==> config.mk <==
export PLATFORM = sky130hd
export DESIGN_NAME = if_stage
export DESIGN_NICKNAME = d
export VERILOG_FILES = /design/src/rtl/if_stage_pkg.sv /design/src/rtl/if_stage_id_reg.sv /design/src/rtl/if_stage.sv
export SDC_FILE = /design/constraint.sdc
export NUM_CORES = 1
export LEC_CHECK = 0
export ABC_AREA = 1
export BUFFER_PORTS_ARGS = -buffer_cell sky130_fd_sc_hd__buf_4
export CAP_MARGIN = 20
export CORE_ASPECT_RATIO = 2
export CORE_MARGIN = 2
export CORE_UTILIZATION = 40
export DETAILED_ROUTE_END_ITERATION = 12
export PLACE_DENSITY = 0.68
export SLEW_MARGIN = 20
export SYNTH_ARGS = -nofsm -noshare
export SYNTH_HDL_FRONTEND = slang
export SYNTH_HIERARCHICAL = 1
export SYNTH_SLANG_ARGS = --single-unit
==> constraint.sdc <==
create_clock -name clk -period 4.6 [get_ports clk]
set_input_delay 0.23 -clock clk [delete_from_list [all_inputs] [get_ports clk]]
set_output_delay 0.23 -clock clk [all_outputs]
set_load 0.01 [all_outputs]
==> src/rtl/if_stage_pkg.sv <==
// -----------------------------------------------------------------------------
// if_stage_pkg
// Shared pipeline constants and types for the fetch stage and the
// decode/control stage:
//   - next-PC select encodings (pcsrc)
//   - reset / interrupt / exception vectors
//   - bubble instruction value and the IF/ID payload struct
//   - small PC arithmetic helpers
// -----------------------------------------------------------------------------
package if_stage_pkg;

  // pcsrc encodings; 110 and 111 fall back to sequential fetch
  localparam logic [2:0] PCSRC_SEQ    = 3'b000;
  localparam logic [2:0] PCSRC_BRANCH = 3'b001;
  localparam logic [2:0] PCSRC_JUMP   = 3'b010;
  localparam logic [2:0] PCSRC_JR     = 3'b011;
  localparam logic [2:0] PCSRC_IRQ    = 3'b100;
  localparam logic [2:0] PCSRC_EXC    = 3'b101;

  // Fixed vectors; bit 31 set means supervisor mode
  localparam logic [31:0] RESET_VECTOR = 32'h8000_0000;
  localparam logic [31:0] IRQ_VECTOR   = 32'h8000_0004;
  localparam logic [31:0] EXC_VECTOR   = 32'h8000_0008;

  // Instruction word injected when IF/ID carries no real instruction
  localparam logic [31:0] BUBBLE_INSTR = 32'h0000_0000;

  // IF/ID payload
  typedef struct packed {
    logic [31:0] instr;
    logic [31:0] pcPlus4;
    logic        valid;
    logic        irq;
  } ifIdData_t;

  localparam ifIdData_t IFID_BUBBLE = '{
    instr:   BUBBLE_INSTR,
    pcPlus4: 32'h0000_0000,
    valid:   1'b0,
    irq:     1'b0
  };

  // Sequential increment: the carry out of bit 30 is dropped so that
  // straight-line code can never change the supervisor bit.
  function automatic logic [31:0] pcIncrement(input logic [31:0] pc);
    return {pc[31], pc[30:0] + 31'd4};
  endfunction

  // PC-relative style redirects keep the current mode bit
  function automatic logic [31:0] keepMode(input logic modeBit, input logic [30:0] low);
    return {modeBit, low};
  endfunction

  // True when the selected source replaces sequential fetch
  function automatic logic isRedirect(input logic [2:0] pcsrc, input logic branchTaken);
    logic result;
    case (pcsrc)
      PCSRC_BRANCH: result = branchTaken;
      PCSRC_JUMP:   result = 1'b1;
      PCSRC_JR:     result = 1'b1;
      PCSRC_IRQ:    result = 1'b1;
      PCSRC_EXC:    result = 1'b1;
      default:      result = 1'b0;
    endcase
    return result;
  endfunction

endpackage

==> src/rtl/if_stage_id_reg.sv <==
// -----------------------------------------------------------------------------
// if_id_reg
// IF/ID pipeline register. Bubble has priority over stall, stall holds,
// otherwise the incoming payload is captured. Reset forces the bubble
// asynchronously.
// Ports:
//   clk, reset            clock, async active-high reset
//   stall                 hold current contents
//   bubble                load the bubble (wins over stall)
//   data                  payload captured when neither applies
//   ifid_instr/pc_plus4/valid/irq   registered outputs
// -----------------------------------------------------------------------------
module if_id_reg
  import if_stage_pkg::*;
(
  input  logic        clk,
  input  logic        reset,
  input  logic        stall,
  input  logic        bubble,
  input  ifIdData_t   data,
  output logic [31:0] ifid_instr,
  output logic [31:0] ifid_pc_plus4,
  output logic        ifid_valid,
  output logic        ifid_irq
);

  ifIdData_t ifIdReg;

  // IF/ID register update: bubble > hold > capture
  always_ff @(posedge clk or posedge reset) begin
    if (reset) begin
      ifIdReg <= IFID_BUBBLE;
    end else if (bubble) begin
      ifIdReg <= IFID_BUBBLE;
    end else if (stall) begin
      ifIdReg <= ifIdReg;
    end else begin
      ifIdReg <= data;
    end
  end

  assign ifid_instr    = ifIdReg.instr;
  assign ifid_pc_plus4 = ifIdReg.pcPlus4;
  assign ifid_valid    = ifIdReg.valid;
  assign ifid_irq      = ifIdReg.irq;

endmodule

==> src/rtl/if_stage.sv <==
// -----------------------------------------------------------------------------
// if_stage
// Instruction fetch stage: PC register, next-PC selection and the IF/ID
// register (instantiated as if_id_reg).
// Ports:
//   clk, reset                         clock, async active-high reset
//   stall                              load-use hold (PC and IF/ID)
//   flush                              bubble into IF/ID
//   pcsrc, branch_taken                next-PC select
//   branch_target, jump_target, jr_target   redirect addresses
//   irq                                level interrupt request
//   imem_addr                          fetch address (the PC register)
//   imem_rdata, imem_ready             combinational instruction read
//   ifid_instr/pc_plus4/valid/irq      registered IF/ID outputs
// -----------------------------------------------------------------------------
module if_stage
  import if_stage_pkg::*;
(
  input  logic        clk,
  input  logic        reset,
  input  logic        stall,
  input  logic        flush,
  input  logic [2:0]  pcsrc,
  input  logic        branch_taken,
  input  logic [31:0] branch_target,
  input  logic [31:0] jump_target,
  input  logic [31:0] jr_target,
  input  logic        irq,
  output logic [31:0] imem_addr,
  input  logic [31:0] imem_rdata,
  input  logic        imem_ready,
  output logic [31:0] ifid_instr,
  output logic [31:0] ifid_pc_plus4,
  output logic        ifid_valid,
  output logic        ifid_irq
);

  logic [31:0] pcReg;
  logic [31:0] pcPlus4;
  logic [31:0] redirectTarget;
  logic        redirect;
  logic [31:0] nextPc;
  logic        ifIdBubble;
  ifIdData_t   ifIdNext;

  // Branch and jump targets only supply bits [30:0]; their MSBs are ignored
  logic        unusedTargetMsbs;
  assign unusedTargetMsbs = branch_target[31] ^ jump_target[31];

  assign imem_addr = pcReg;
  assign pcPlus4   = pcIncrement(pcReg);
  assign redirect  = isRedirect(pcsrc, branch_taken);

  // Redirect target selection; only meaningful when redirect is set
  always_comb begin
    redirectTarget = pcPlus4;
    case (pcsrc)
      PCSRC_BRANCH: begin
        if (branch_taken) begin
          redirectTarget = keepMode(pcReg[31], branch_target[30:0]);
        end else begin
          redirectTarget = pcPlus4;
        end
      end
      PCSRC_JUMP: redirectTarget = keepMode(pcReg[31], jump_target[30:0]);
      PCSRC_JR:   redirectTarget = jr_target;
      PCSRC_IRQ:  redirectTarget = IRQ_VECTOR;
      PCSRC_EXC:  redirectTarget = EXC_VECTOR;
      default:    redirectTarget = pcPlus4;
    endcase
  end

  // Next PC: redirect > stall hold > not-ready hold > sequential
  always_comb begin
    nextPc = pcReg;
    if (redirect) begin
      nextPc = redirectTarget;
    end else if (stall) begin
      nextPc = pcReg;
    end else if (!imem_ready) begin
      nextPc = pcReg;
    end else begin
      nextPc = pcPlus4;
    end
  end

  // PC register
  always_ff @(posedge clk or posedge reset) begin
    if (reset) begin
      pcReg <= RESET_VECTOR;
    end else begin
      pcReg <= nextPc;
    end
  end

  // A redirect squashes the instruction fetched down the wrong path; a
  // missing fetch only inserts a bubble when the stage is not stalled.
  // irq is sampled fresh every capture, so a request dropped by a bubble
  // reappears on the next real instruction while it stays high.
  always_comb begin
    ifIdBubble       = flush | redirect | (~stall & ~imem_ready);
    ifIdNext.instr   = imem_rdata;
    ifIdNext.pcPlus4 = pcPlus4;
    ifIdNext.valid   = 1'b1;
    ifIdNext.irq     = irq & ~pcReg[31];
  end

  if_id_reg u_if_id_reg (
    .clk           (clk),
    .reset         (reset),
    .stall         (stall),
    .bubble        (ifIdBubble),
    .data          (ifIdNext),
    .ifid_instr    (ifid_instr),
    .ifid_pc_plus4 (ifid_pc_plus4),
    .ifid_valid    (ifid_valid),
    .ifid_irq      (ifid_irq)
  );

endmodule

* Word level (Yosys, flattened, before mapping)
Cells that the tools add are included.
Word-level totals: register bits 98, word-level logic and storage cells 36, output and inout bits 98, input bits 138
Cells by class: bitwise operators 9, mux-type cells 8, add/subtract/negate cells 1, equality and inequality tests 7, reductions and logical operators 5
Operators with widths (count):
- $pmux 32 s5 | 1
- $mux 66 | 2
- $mux 31 | 3
- $mux 32 | 1
- $add 31x3->31 const B | 1
- $eq 3x2->1 const B | 2
- $eq 3x3->1 const B | 2
- $not 1->1 | 5
- $ne 2x1->1 const B | 2
- $reduce_and 4->1 | 1
- $reduce_or 4->1 | 1
- $eq 3x1->1 const B | 1
- $reduce_bool 3->1 | 1
- $and 1x1->1 | 2
- $or 1x1->1 | 2
- $pmux 1 s2 | 1
- $reduce_and 2->1 | 1
- $reduce_bool 2->1 | 1

* Depth between registers and ports, before layout
Gate-level depths: netlist of the first run.
word-level depth 6, mapped depth 13, depth with buffers taken out 10

* Cells and area by module
Netlist of the first run, hierarchy kept.
Modules (own cells, without submodules):
- if_stage | instances 1, seq. area each 802.0 sq um, area each 3163.0 sq um, cells each 543
- if_id_reg | instances 1, seq. area each 1651.6 sq um, area each 2620.0 sq um, cells each 288

* Least setup slack after synthesis of the first run
Ideal clock, no wire load.
kind input to register, start in pcsrc[1], end reg u_if_id_reg.ifIdReg, in the netlist u_if_id_reg/ifid_instr[11], setup time 66 ps, setup slack 2843 ps, data required time 4534 ps, cell stages on the path 12, buffers on the path 4, arrival 1692 ps, cells stage by stage inv_1 ha_1 nand2_1 buf_4 buf_4 nor2_1 o21ai_0 nor2_2 buf_4 buf_4 nand2_1 nand2_1
On the way: cells in the longest elaborated chain, start to end 6, elaborated cells on any way between the ends 11, classes of those cells 6 x eq/ne; 2 x mux; 2 x bitwise; 1 x reduce/logical
Ends and longest elaborated chain:
- start, declared | line if_stage.sv:23 | input logic [2:0] pcsrc,
- $eq 3x3->1 / $eq 3x2->1 (equally long branches) | line if_stage_pkg.sv:57 | case (pcsrc)
- $reduce_or 4->1 (no source line)
- $pmux 1 s2 * | line if_stage_pkg.sv:57
- $or 1x1->1 * (2 in a row) | line if_stage.sv:101 | ifIdBubble = flush | redirect | (~stall & ~imem_ready);
- net ifIdBubble | line if_stage.sv:43 | logic ifIdBubble;
- $ne 2x1->1 (no source line) / $mux 66 (equally long branches)
- end signal, assigned | line if_stage_id_reg.sv:36 | ifIdReg <= ifIdReg;
- end signal, assigned | line if_stage_id_reg.sv:38 | ifIdReg <= data;
- end, declared | line if_stage_id_reg.sv:27 | ifIdData_t ifIdReg;
The timed path passes the listed nets; every way through them passes the cells marked *. A chain may end at the register's enable or synchronous reset.

* Worst setup path after layout of the first run
start in pcsrc[1], end reg u_if_id_reg.ifIdReg, in the netlist u_if_id_reg/ifid_pc_plus4[9]
The elaborated chain is that of the path after synthesis.

==> results of run 1 <==
-- report_power, final --
group	internal, uW	switching [uW]
clock network	480	330
logic	331	419
registers	956	138
total	1770	887
-- worst reg2reg max path, cell delays in order (launching register included) --
cell and delay [ns]:
dfrtp_1 0.47, ha_1 0.30, nand3_1 0.20, nor2_2 0.26
nand3_1 0.17, xnor2_2 0.22, nand2_1 0.07, a21oi_1 0.13
-- layer usage --
metal	vias to the layer above	part of all wire [%]	track usage, %
li1	3013	-	-
met1	2631	38	25.0
met2	205	53	40.4
met3	39	5.0	2.71
met4	0	4.5	11.6
met5	-	0	0
-- repair_timing --
action	CTS	global route
resized for setup	0	0
hold buffers	1	0
hold endpoints to repair	15	0
setup endpoints to repair	0	0
setup buffers	0	0
-- Yosys cell counts --
master    number
buf_4         19
nor2_2        11
nand3_2        2
nor2_4         4
nor2_1        75
conb_1         1
dfrtp_1       97
a22oi_1        2
xnor2_2        2
and2_1         2
nand3b_1       3
o21ai_1        1
xor2_2         5
dfstp_2        1
inv_2          6
xnor2_1        4
a21oi_2        1
o21ai_0        3
ha_1           2
inv_1         33
xor2_1         4
nand2_2        2
buf_6          2
clkbuf_1       4
buf_2         20
nand3_1       90
nor2_8         1
nand2_4        1
nand2_1      375
a21oi_1       52
a31oi_1        3
nor3_1         3
-- metrics by stage --
stage	hold WS [ns]	total power (uW)	instance area (um2)	cells	utilization [%]
4_1_cts	0.0674	2670	7890	1235	55.3
3_5_place_dp	0.362	1860	7560	1218	53.0
5_1_grt	0.0736	2800	7890	1235	55.3
3_3_place_gp	0.360	1850	7560	1218	53.0
6_report	0.0756	2650	7890	1235	55.3
2_1_floorplan	0.340	1500	5780	831	-
-- final cells by class --
cell class / instances / share of cell area (%)
inverters: 39 / 1.86
repair buffers: 241 / 23.1
clock inverters: 6 / 1.14
flip-flops and latches: 98 / 31.1
multi-input cells: 649 / 36.8
well taps: 192 / 3.04
clock buffers: 10 / 2.90
-- flip-flops by register name, indices dropped and copies added (netlist names) --
register,count
u_if_id_reg/ifid_irq,1
u_if_id_reg/ifid_pc_plus4,32
u_if_id_reg/ifid_instr,32
u_if_id_reg/ifid_valid,1
imem_addr,32
-- cell families (layout without fill, tap and decap cells) --
family                   after synthesis  in the layout  share of synthesized area, %
XOR/XNOR                              15             15                          3.18
AO/OA/AOI/OAI                         62             62                          5.58
adder cells (fa/ha/maj)                2              2                         0.433
flip-flops                            98             98                          42.4
AND/OR/NAND/NOR                      569            569                          40.9
other                                  1              1                        0.0648
buffers and inverters                 84            296                          7.38
-- worst max path at each step --
stage	startpoint	endpoint	slack [ns]
final	pcsrc[1]	u_if_id_reg/ifid_pc_plus4[9]	2.60
after global routing	pcsrc[1]	u_if_id_reg/ifid_pc_plus4[9]	2.45
after CTS	stall	u_if_id_reg/ifid_pc_plus4[13]	2.60
after detailed placement	stall	u_if_id_reg/ifid_pc_plus4[13]	2.24
after global placement	stall	u_if_id_reg/ifid_pc_plus4[24]	2.26
after floorplan	reset	u_if_id_reg/ifid_instr[0]	2.72
==> results by group, run 1 <==
Drt
  • Wire length per cell: 14.0 um
  • DRT iter0 DRCs: 245
  • DRT Wirelength: 17300 um
  • DRC Markers: 0
  • Final ANT Viol Nets: 0
  • First-pass iteration count of the detailed router: 4
  • Vias post-DR: 5888
  • Vias/cell: 4.77

Die
  • Die height: 174 um
  • Initial Utilization: 40.5%
  • Die area: 15500 um2
  • Io pins: 236
  • Floorplan row count: 62
  • Die X: 89.0 um
  • Core outline area: 14300 um2

Setup path
  • Reg2reg setup slack: 2.72 ns
  • Most used cell, CP: nand2_1
  • CP arrival: 2.28 ns
  • Required time worst endpoint: 4.88 ns
  • CP Depth: 10
  • Worst R2R Start: imem_addr[2]
  • Kind of critical path: primary input to register
  • Critical path buffers and inverters: 3
  • Worst path cell trace: buf_4 -> inv_1 -> ha_1 -> nand2_1 -> nor2_1 -> o21ai_0 -> nor2_4 -> buf_12 -> nand2_1 -> nand2_1
  • Critical Path Max Stage Delay: 0.69 ns
  • Top Family by Delay on Critical Path: simple AND/OR/NAND/NOR gates
  • Slowest CP cell: nor2_4
  • CP Max Fanout: 35
  • Critical Path Source Type: primary input
  • R2R cell count: 7
  • Setup crit end kind: register
  • RR Endpoint: imem_addr[16]

Timing
  • Final period util: 43.4%
  • Setup violators final: 0
  • Setup TNS Final: 0 ns
  • Highest clock rate: 500 MHz
  • Final Max Slew Viols: 0
  • RSZ-0062 raised after global routing: false
  • Min Tclk post-route: 2.00 ns
  • Slew headroom: 38.4%
  • Worst clock skew: 0.00435 ns
  • Final Hold Viols: 0
  • Worst-Margin Slew: 0.924 ns
  • Final worst setup slack: 2.60 ns

Min path
  • Hold Crit Start: imem_rdata[5]
  • Hold Path Cell Cnt: 3
  • Hold Path End: u_if_id_reg/ifid_instr[5]
  • Worst Hold Class: primary input to register

Layout
  • Total Nets Final: 1178
  • Fraction of layout cells with a size suffix above 1: 28.0%
  • Highest-count cells in the layout ignoring fill and taps: nand2_1, buf_4, dfrtp_1
  • Most common cell after layout, fill and taps aside: nand2_1
  • Register Area: 2450 um2
  • Layout overhead on the synthesized area: 36.5%
  • Fillers: 1457
  • Area occupied by multi-input gates: 2910 um2
  • Diodes inserted: 0

Logic synthesis
  • Synth Instances: 831
  • Yosys Warn Count: 6
  • Largest area contributor in the synthesized netlist: dfrtp_1
  • Syn nets: 971
  • Synthesis-stage register bit count: 98
  • Top-area cell type share of the netlist area: 42.0%
  • Synthesized area per cell: 6.96 um2
  • Netlist Area Pre-Place: 5780 um2
  • Sequential element share of the synthesized area: 42.4%
  • Post-synth cell types: 32
  • Synth top area cells: dfrtp_1, nand2_1, nand3_1

Global route
  • Total GRT Usage: 22.5%
  • Vias in the first global route: 5748
  • Antenna violations before repair: 0
  • Largest net degree at the start of global routing: 70
  • Global-route wire length before repair: 27400 um
  • Total gr overflow: 0

Power
  • PwrDens: 336 nW/um2
  • Max VDD drop: 0.000179 V
  • LEAKAGE: 0.00436 uW

Clocking
  • CTS tree: yes
  • CTS Buffer Depth: 2
  • Root Buffer: clkbuf_16
  • CTS sink cnt: 98
  • H-tree depth: 3
  • Clk slew on worst S/H paths: 0.07 ns
  • CTS buffer count: 9
  • Clk_lat worst skew: 0.34 ns

Placement
  • Port Buf Inserts: 233
  • GPL Wtd Cong: 0.926
  • Post-Place Worst Slack: 2.24 ns
  • DP HPWL: 13200 um

Flow run
  • Max cap viols: 0

Run status
  • Status: finished, final reports clean
Power figures use the tool's default switching activity.
==> run 2, diff against run 1 <==
ABC_AREA = 0   (was 1)
PLACE_DENSITY = 0.71   (was 0.68)
clock period = 1.7 ns   (was 4.6 ns; I/O delays follow)
==> run 2 against run 1 <==
Compared with the run above:
- largest power group unchanged
- count of clock-buffer cells in the layout stayed put
- hold slack got worse by 0.071 ns
- clock skew grew 0.0038 ns
- wire length rose by 12%
- combinational power rose to 3.6 times the previous value
- area after synthesis fell by 1.4%
- cell area rose by 11%
==> results by group, run 2 <==
Logic synthesis
  • EDFF count, synth: 0
  • Yosys Warn Count: 6
  • Synth Instances: 580
  • Sequential element share of the synthesized area: 43.0%
  • Top-area cell type share of the netlist area: 42.6%
  • Synth top area cells: dfrtp_1, mux2i_1, nor2_1
  • Synthesized area per cell: 9.83 um2
  • Top_reg_cell synth: dfrtp_1
  • Syn nets: 720
  • Synthesis-stage register bit count: 98
  • Netlist Area Pre-Place: 5700 um2
  • Largest area contributor in the synthesized netlist: dfrtp_1
  • Async SR Flop Fraction: 100%
  • Most frequent cells after synthesis: nor2_1, dfrtp_1, mux2i_1, nand2_1, buf_2
  • Top-count cell post-synth: nor2_1
  • Post-synth cell types: 61

Timing
  • Final Max Slew Viols: 0
  • Final Hold Viols: 0
  • Slew headroom: 48.0%
  • Setup violators final: 0
  • Min Tclk post-route: 1.70 ns
  • RSZ-0062 raised after global routing: true
  • Worst clock skew: 0.00816 ns
  • Worst-Margin Slew: 0.780 ns
  • Final period util: 100%
  • Highest clock rate: 588 MHz

Die
  • Core outline area: 13900 um2
  • Die area: 15300 um2
  • Io pins: 236
  • Floorplan row count: 61
  • Die height: 173 um
  • Die X: 88.4 um
  • Initial Utilization: 41.0%

Placement
  • GPL Wtd Cong: 0.948
  • Dpl cell area: 8040 um2
  • Port Buf Inserts: 233
  • Dpl cells: 1036
  • DP HPWL: 15200 um

Clocking
  • H-tree depth: 3
  • CTS sink cnt: 98
  • Root Buffer: clkbuf_16
  • Clk_lat worst skew: 0.35 ns
  • CTS tree: yes
  • CTS buffer count: 9
  • CTS Buffer Depth: 2
  • Clk slew on worst S/H paths: 0.07 ns

Power
  • Tot Pwr: 7460 uW
  • Max VDD drop: 0.000531 V
  • PwrDens: 850 nW/um2
  • LEAKAGE: 0.00445 uW

Setup path
  • Kind of critical path: register to register
  • Worst R2R Start: imem_addr[18]
  • Critical Path Max Stage Delay: 0.36 ns
  • CP arrival: 1.93 ns
  • CP Max Fanout: 2
  • Critical Path Source Type: register
  • Worst path cell trace: nand4_1 -> buf_4 -> nor4_4 -> and3_4 -> mux2i_1 -> o22ai_1
  • Critical path buffers and inverters: 1
  • Setup crit end kind: register
  • Reg2reg setup slack: 0.0001 ns
  • Slowest CP cell: dfrtp_1
  • RR Endpoint: imem_addr[30]
  • Top Family by Delay on Critical Path: simple AND/OR/NAND/NOR gates
  • CP Depth: 6
  • CP Launch Point: imem_addr[18]
  • Critical Path Sink: imem_addr[30]
  • R2R cell count: 6
  • Required time worst endpoint: 1.93 ns

Min path
  • Worst Hold Class: primary input to register

Drt
  • Vias post-DR: 5676
  • Final ANT Viol Nets: 0
  • M1 wire length: 6780 um
  • DRT iter0 DRCs: 328
  • Vias/cell: 5.22
  • DRC Markers: 0
  • DRT Wirelength: 19500 um
  • Metal2 WL: 10800 um
  • Routed wl met3: 855 um
  • Top Layer Used: met4
  • Wire length per cell: 17.9 um
  • First-pass iteration count of the detailed router: 5

Global route
  • Antenna violations before repair: 0
  • Global-route wire length before repair: 30200 um
  • Vias in the first global route: 6043
  • Largest net degree at the start of global routing: 64
  • Total gr overflow: 0
  • Total GRT Usage: 25.4%

Layout
  • Final Instance Count excl. Fillers: 1087
  • Layout overhead on the synthesized area: 53.9%
  • Fillers: 1186
  • Total Nets Final: 1033
  • Fraction of layout cells with a size suffix above 1: 42.3%
  • Post-route cell area: 8770 um2
  • Diodes inserted: 0
  • Highest-count cells in the layout ignoring fill and taps: buf_4, nor2_1, dfrtp_1
  • Most common cell after layout, fill and taps aside: buf_4

Run status
  • Status: finished, final reports clean

Flow run
  • Max cap viols: 0
[run 2: cell families after synthesis]
family                   synth area share [%]
flip-flops                               43.0
multiplexers                             18.5
AND/OR/NAND/NOR                          16.8
XOR/XNOR                                 4.15
buffers and inverters                    6.47
adder cells (fa/ha/maj)                 0.439
AO/OA/AOI/OAI                            10.6
other                                  0.0658
[run 2: how the worst min path moves through the flow]
stage	start	end	slack, ns	cells after the start
3_3_place_gp	reset	u_if_id_reg/ifid_pc_plus4[15]	0.21	2
6_report	imem_rdata[10]	u_if_id_reg/ifid_instr[10]	0.005	3
3_5_place_dp	reset	u_if_id_reg/ifid_pc_plus4[15]	0.22	2
2_1_floorplan	reset	imem_addr[0]	0.20	1
5_1_grt	imem_rdata[25]	u_if_id_reg/ifid_instr[25]	0.01	3
4_1_cts	imem_rdata[10]	u_if_id_reg/ifid_instr[10]	0.000003	3
[run 2: repair_timing]
action,4_1_cts,5_1_grt
gates resized for setup,7,17
hold buffers,27,0
setup buffers,2,6
endpoints found under the hold margin,66,0
endpoints found under the setup margin,14,35
pin swaps,2,9
[run 2: area by class of cell]
type                       count  area (um2)  share of cell area, %
clock buffer                  10         239                   2.72
clock inverter                 6        48.8                  0.556
inverter                      10        41.3                  0.471
multi-input combinational    426        3030                   34.6
sequential                    98        2460                   28.0
tap                          189         236                   2.69
timing repair buffer         348        2720                   31.0
[run 2: stage by stage]
step / TNS, ns / utilization [%] / setup slack (ns) / hold WS, ns
5_1_grt: -0.486 / 63.2 / -0.0786 / 0.0109
3_3_place_gp: -0.504 / 57.8 / -0.102 / 0.212
3_5_place_dp: -2.44 / 57.8 / -0.141 / 0.220
4_1_cts: -0.0791 / 62.3 / -0.0295 / 0.00000319
2_1_floorplan: 0 / - / 0.00456 / 0.200
6_report: 0 / 63.2 / 0.000113 / 0.00454
[run 2: where the power goes]
part / switching [uW] / internal [uW] / total [uW]
combinational: 1300 / 1370 / 2670
clock: 918 / 1050 / 1970
sequential: 238 / 2580 / 2820
total: 2450 / 5000 / 7460
[run 2: tightest hold or removal path, stage by stage]
cell and delay (ns):
buf_4 0.08, mux2i_1 0.07, nor2_1 0.08
[run 2: metal layers]
layer	track usage (%)	up-vias
li1	-	2674
met5	0	-
met4	13.2	0
met3	3.58	59
met2	46.7	236
met1	26.6	2707
